===== config.mk =====
export PLATFORM = sky130hd
export DESIGN_NAME = alu_pipe
export DESIGN_NICKNAME = d
export VERILOG_FILES = /design/src/rtl/alu_pipe.sv
export SDC_FILE = /design/constraint.sdc
export NUM_CORES = 1
export LEC_CHECK = 0
export ABC_AREA = 1
export CAP_MARGIN = 20
export CORE_ASPECT_RATIO = 0.9
export CORE_MARGIN = 2
export CORE_UTILIZATION = 35
export CTS_BUF_LIST = sky130_fd_sc_hd__clkbuf_4 sky130_fd_sc_hd__clkbuf_8 sky130_fd_sc_hd__clkbuf_16
export DETAILED_ROUTE_END_ITERATION = 8
export PLACE_DENSITY = 0.57
export SETUP_SLACK_MARGIN = 0.15
export SYNTH_ARGS = -nofsm -noshare
export SYNTH_HDL_FRONTEND = slang
export SYNTH_SLANG_ARGS = --single-unit

===== constraint.sdc =====
create_clock -name clk -period 2.48 [get_ports clk]
set_input_delay 0.62 -clock clk [delete_from_list [all_inputs] [get_ports clk]]
set_output_delay 0.62 -clock clk [all_outputs]
set_load 0.1 [all_outputs]

===== src/rtl/alu_pipe.sv =====
// alu_pipe: handshaked, registered ALU sitting between the register-file
// read stage and the C pipeline register.
//
// Ports:
//   clk, reset                 rising-edge clock, synchronous active-high reset
//   in_valid / in_ready        operand handshake (Ain, Bin, ALUop captured on transfer)
//   Ain, Bin [WIDTH-1:0]       operands
//   ALUop [2:0]                000 ADD, 001 SUB, 010 AND, 011 NOT(~Bin), 100 OR,
//                              101 XOR, 110 SHL (Ain << Bin[SHW-1:0]), 111 MUL
//   out_valid / out_ready      result handshake
//   out [WIDTH-1:0], Z, N, V   registered result and flags
//
// Build option: define ALU_MUL_EN to build the iterative shift-add multiplier
// (states IDLE/MUL/HOLD). Without it, ALUop 111 finishes in one cycle with
// out = 0, Z = 1, N = 0, V = 1 as an illegal-op marker.
module alu_pipe #(
    parameter int WIDTH = 16,
    parameter int SHW   = $clog2(WIDTH)
) (
    input  logic             clk,
    input  logic             reset,
    input  logic             in_valid,
    output logic             in_ready,
    input  logic [WIDTH-1:0] Ain,
    input  logic [WIDTH-1:0] Bin,
    input  logic [2:0]       ALUop,
    output logic             out_valid,
    input  logic             out_ready,
    output logic [WIDTH-1:0] out,
    output logic             Z,
    output logic             N,
    output logic             V
);

    logic [WIDTH-1:0] out_q, out_d;
    logic             z_q, z_d, n_q, n_d, v_q, v_d;
    logic             out_valid_q, out_valid_d;

    // Slot can take a new result: empty, or being drained on this edge.
    logic slot_free;
    assign slot_free = !out_valid_q || out_ready;

    // Single-cycle ALU on the live inputs.
    logic [WIDTH-1:0] sum, diff, alu_res;
    logic             alu_v;

    always_comb begin
        sum     = Ain + Bin;
        diff    = Ain - Bin;
        alu_res = '0;
        alu_v   = 1'b0;
        case (ALUop)
            3'b000: begin
                alu_res = sum;
                alu_v   = (Ain[WIDTH-1] == Bin[WIDTH-1]) && (sum[WIDTH-1] != Ain[WIDTH-1]);
            end
            3'b001: begin
                alu_res = diff;
                alu_v   = (Ain[WIDTH-1] != Bin[WIDTH-1]) && (diff[WIDTH-1] != Ain[WIDTH-1]);
            end
            3'b010:  alu_res = Ain & Bin;
            3'b011:  alu_res = ~Bin;
            3'b100:  alu_res = Ain | Bin;
            3'b101:  alu_res = Ain ^ Bin;
            3'b110:  alu_res = Ain << Bin[SHW-1:0];
            default: begin
`ifdef ALU_MUL_EN
                // Handled by the multiplier; never loaded from here.
                alu_res = '0;
                alu_v   = 1'b0;
`else
                alu_res = '0;
                alu_v   = 1'b1;
`endif
            end
        endcase
    end

`ifdef ALU_MUL_EN
    typedef enum logic [1:0] {S_IDLE, S_MUL, S_HOLD} state_t;

    state_t             state_q, state_d;
    logic [SHW-1:0]     cnt_q, cnt_d;
    logic [2*WIDTH-1:0] mcand_q, mcand_d;
    logic [WIDTH-1:0]   mplier_q, mplier_d;
    logic [2*WIDTH-1:0] acc_q, acc_d;
    logic [2*WIDTH-1:0] acc_step, prod;
    logic               accept;

    assign in_ready = !reset && (state_q == S_IDLE) && slot_free;
    assign accept   = in_valid && in_ready;
    assign acc_step = mplier_q[0] ? (acc_q + mcand_q) : acc_q;
    // In HOLD the finished product sits in acc_q; in MUL it is the final step.
    assign prod     = (state_q == S_HOLD) ? acc_q : acc_step;

    always_comb begin
        state_d     = state_q;
        cnt_d       = cnt_q;
        mcand_d     = mcand_q;
        mplier_d    = mplier_q;
        acc_d       = acc_q;
        out_d       = out_q;
        v_d         = v_q;
        out_valid_d = out_valid_q && !out_ready;
        case (state_q)
            S_IDLE: begin
                if (accept) begin
                    if (ALUop == 3'b111) begin
                        state_d  = S_MUL;
                        mcand_d  = {{WIDTH{1'b0}}, Ain};
                        mplier_d = Bin;
                        acc_d    = '0;
                        cnt_d    = '0;
                    end else begin
                        out_d       = alu_res;
                        v_d         = alu_v;
                        out_valid_d = 1'b1;
                    end
                end
            end
            S_MUL: begin
                acc_d    = acc_step;
                mcand_d  = mcand_q << 1;
                mplier_d = mplier_q >> 1;
                cnt_d    = cnt_q + 1'b1;
                if (cnt_q == SHW'(WIDTH - 1)) begin
                    if (slot_free) begin
                        out_d       = prod[WIDTH-1:0];
                        v_d         = |prod[2*WIDTH-1:WIDTH];
                        out_valid_d = 1'b1;
                        state_d     = S_IDLE;
                    end else begin
                        state_d = S_HOLD;
                    end
                end
            end
            S_HOLD: begin
                if (slot_free) begin
                    out_d       = prod[WIDTH-1:0];
                    v_d         = |prod[2*WIDTH-1:WIDTH];
                    out_valid_d = 1'b1;
                    state_d     = S_IDLE;
                end
            end
            default: state_d = S_IDLE;
        endcase
        z_d = (out_d == '0);
        n_d = out_d[WIDTH-1];
        // Flags only change when a result loads, so they track out_d.
        if (!out_valid_d || (out_d == out_q && v_d == v_q)) begin
            z_d = (out_d == '0) ? (out_valid_d ? 1'b1 : z_q) : 1'b0;
            n_d = out_d[WIDTH-1];
        end
    end

    always_ff @(posedge clk) begin
        if (reset) begin
            state_q  <= S_IDLE;
            cnt_q    <= '0;
            mcand_q  <= '0;
            mplier_q <= '0;
            acc_q    <= '0;
        end else begin
            state_q  <= state_d;
            cnt_q    <= cnt_d;
            mcand_q  <= mcand_d;
            mplier_q <= mplier_d;
            acc_q    <= acc_d;
        end
    end
`else
    logic accept;

    assign in_ready = !reset && slot_free;
    assign accept   = in_valid && in_ready;

    always_comb begin
        out_d       = out_q;
        v_d         = v_q;
        z_d         = z_q;
        n_d         = n_q;
        out_valid_d = out_valid_q && !out_ready;
        if (accept) begin
            out_d       = alu_res;
            v_d         = alu_v;
            z_d         = (alu_res == '0);
            n_d         = alu_res[WIDTH-1];
            out_valid_d = 1'b1;
        end
    end
`endif

    always_ff @(posedge clk) begin
        if (reset) begin
            out_q       <= '0;
            z_q         <= 1'b0;
            n_q         <= 1'b0;
            v_q         <= 1'b0;
            out_valid_q <= 1'b0;
        end else begin
            out_q       <= out_d;
            z_q         <= z_d;
            n_q         <= n_d;
            v_q         <= v_d;
            out_valid_q <= out_valid_d;
        end
    end

    assign out       = out_q;
    assign Z         = z_q;
    assign N         = n_q;
    assign V         = v_q;
    assign out_valid = out_valid_q;

endmodule


==> results_dict.tcl <==
set metrics [dict create \
    hold_violations 0 \
    first_iter_violations 398 \
    drive_gt1_frac 0.4832 \
    drc 0 \
    die_x_microns 120.2 \
    powerDensity_mw_per_mm2 328.5 \
    min_path_type "reg -> reg" \
    design_area_sq_mm 0.007856 \
    dieArea_sq_mm 0.01306 \
    grt_setup_unrepaired "true" \
    critPathKind "in -> reg" \
    worst_setup_path_start_kind "primary input" \
    hold_ws_ns 0.4767 \
    fin_crit_ns 2.398 \
    yosys_warnings 0 \
    syn2layout_area_growth_pct 84.57 \
    antenna_cells 0 \
    clockPowerShare 0.130 \
    post-route-period-util 0.9670 \
    tightest_slew_ns 0.4631 \
    cp.arrival_ns 2.58 \
    clock-root-buffer "clkbuf_16" \
    numPortBuffers 59 \
    syn-mean-instance-area_sq_um 5.307 \
    antenna_found_initial 0 \
    synth-seq-cells 19 \
    max_cap_viol_count 0 \
    leakage_nw 4.071 \
    fmax_mhz 417.0 \
    crit_fanout 2 \
    ir_drop_uv 338.2 \
    ys_seq_area_frac 0.08936 \
    clockBufferDepth 2 \
    die_height_microns 108.6 \
    combPwrFrac 0.735 \
    highest_layer "met4" \
    slew-limit-headroom 0.6894 \
    boundaryPins 60 \
    gr-total-overflow 0 \
    cts_tree "done" \
    syn_nets 894 \
    gp_congestion 0.9729 \
    syn_inst 802 \
    wirelength_mm 20.26 \
    cts_inserted_buffers 3 \
    switching_share 0.4688 \
    coreArea_sq_mm 0.01198 \
    p_seq_frac 0.134 \
    p_int_mw 1.371 \
    wl_met2_mm 9.444 \
    start_util 0.3553 \
    end_kind "flop" \
    netlist.area_leader.share 0.2222 \
    first_pass_iters 5 \
    grt_pass1_vias 6223 \
    met3_length_mm 1.196 \
    synthTopCellsByArea "nand2_1 (22%), ha_1 (15%), nand3_1 (13%), inv_1 (9.1%), dfxtp_1 (8.9%)" \
    netlist_area_sq_mm 0.004257 \
    outcome "complete, no violations" \
    grt_pass1_wl_mm 31.13 \
    required_ns 2.67 \
    cts_sinks 19 \
    setup_violations 0 \
    rows 38 \
    htreeDepth 1 \
    grtUsageTotal 0.3029 \
    via_per_inst 5.067 \
    clkSlewWorstSetupHoldPaths_ns 0.06 \
    slew_viol_final 0 \
    skew_ns 0.001208 \
    grt_max_degree 33 \
    insertion_delay_ns 0.25 \
    drt.antenna.violating_nets 0 \
    synth_top_area_cell "nand2_1" \
    vias 6389 \
    yosysUniqueCellTypes 32 \
    placed_cell_area_sq_mm 0.006681 \
    dp_hpwl_mm 16.49 \
    power_mw 2.581 \
    wl_met1_mm 8.897 \
    final_nets 1194 \
    p_switching_mw 1.210 \
    wl_per_cell_microns 16.06 \
]
## per-stage QoR
| step | setup TNS, ns | worst slack [ns] | utilization | cells |
|---|---|---|---|---|
| 2_1_floorplan | 0 | 0.1505 | - | 802 |
| 3_3_place_gp | -8.553 | -0.7535 | 0.5576 | 1228 |
| 3_5_place_dp | -8.971 | -0.7546 | 0.5576 | 1228 |
| 4_1_cts | 0 | 0.03454 | 0.6225 | 1248 |
| 5_1_grt | -0.08131 | -0.08131 | 0.6557 | 1261 |
| 6_report | 0 | 0.08181 | 0.6557 | 1261 |
## worst max-delay path, stage by stage
cell,delay [ns]
clkdlybuf4s15_1,0.20
inv_2,0.06
ha_4,0.27
buf_4,0.11
nand2_1,0.06
inv_2,0.08
nand3_4,0.09
nor2_4,0.14
nor2_4,0.04
buf_6,0.12
nand2_4,0.06
nand2_1,0.05
nand2_1,0.07
nor2_2,0.05
nor2_1,0.10
buf_4,0.12
nand2_1,0.04
nor2_1,0.10
nand2_1,0.07
a21oi_2,0.12
## synthesized netlist by cell type
library cell,count
inv_2,10
o21ai_0,28
xnor2_1,1
clkbuf_1,5
o211ai_1,5
nand4_1,14
buf_1,1
dfxtp_1,19
ha_1,51
nand3_1,112
o21ai_1,3
fa_1,2
clkinv_1,1
nor2_2,1
o22ai_1,16
and3_1,1
xor2_1,2
a31oi_1,1
a21oi_1,33
nand2_1,252
buf_4,8
buf_2,16
o221ai_1,1
nor2_1,96
nand3b_1,5
nor3_1,7
o21bai_1,2
inv_1,103
nand4_2,1
o2111ai_1,1
nand3_2,2
and2_1,2
## cell families after synthesis
group | Yosys count | synth area share
XOR/XNOR | 3 | 0.006174
flip-flops | 19 | 0.08936
AND/OR/NAND/NOR | 493 | 0.4897
buffers and inverters | 144 | 0.1387
AO/OA/AOI/OAI | 90 | 0.1167
adder cells (fa/ha/maj) | 53 | 0.1593
## timing repair
item | CTS | global route
buffers inserted | 16 | 13
hold buffers | 0 | 0
gates cloned | 0 | 0
gates resized for setup | 237 | 143
pin swaps | 66 | 59
endpoints found under the setup margin | 18 | 13
## registers in the layout (all words and copies together) (netlist names)
| register | count |
|---|---|
| out | 16 |
| V | 1 |
| Z | 1 |
| out_valid | 1 |
## cells in the final DEF (no fill, tap or decap), types with 4 or more instances in the layout
cell and instances:
buf_4 263, nand2_1 211, nand3_1 97, inv_1 61, nor2_1 51, inv_2 46, nand2_2 35, nor2_2 32
ha_1 25, o21ai_0 23, ha_4 20, buf_6 19, dfxtp_1 18, clkbuf_2 17, o22ai_1 16, a21oi_1 16
nand4_1 14, nor2_4 14, nand3_2 13, a21oi_2 11, inv_4 6, a21oi_4 6, nand2_4 6, ha_2 6
dlygate4sd2_1 6, o211ai_1 5, o21ai_1 5, nand3b_1 5, buf_12 5, nand3_4 4, buf_8 4, clkdlybuf4s50_1 4
## path summary, 6_finish.rpt
path	end	cells past startpoint	slack, ns	from
max	Z	20	0.08	Bin[11]
min	out[12]	2	0.48	out[12]
max reg2reg	Z	11	1.09	out_valid
min reg2reg	out[12]	2	0.48	out[12]
## area by class of cell
| cell class | instances | area, sq um |
|---|---|---|
| inverters | 114 | 442.9 |
| flip-flops and latches | 19 | 381.6 |
| clock buffers | 3 | 75.07 |
| multi-input cells | 639 | 4169 |
| repair buffers | 325 | 2582 |
| well taps | 160 | 200.2 |
| fillers | 1159 | 4125 |
| clock inverters | 1 | 5.005 |
## power groups by stage
stage	Sequential, mW	Clock [mW]	Combinational [mW]
3_5_place_dp	0.353	0	1.55
5_1_grt	0.350	0.350	2.03
6_report	0.347	0.336	1.90
4_1_cts	0.347	0.340	1.74
3_3_place_gp	0.352	0	1.54
2_1_floorplan	0.539	0	0.606
## metal layers
layer / track usage / up-vias
met5: 0 / -
met4: 0.1013 / 0
met3: 0.02458 / 46
met2: 0.5333 / 252
met1: 0.3928 / 2919
li1: - / 3172
(Power assumes the default switching activity.)
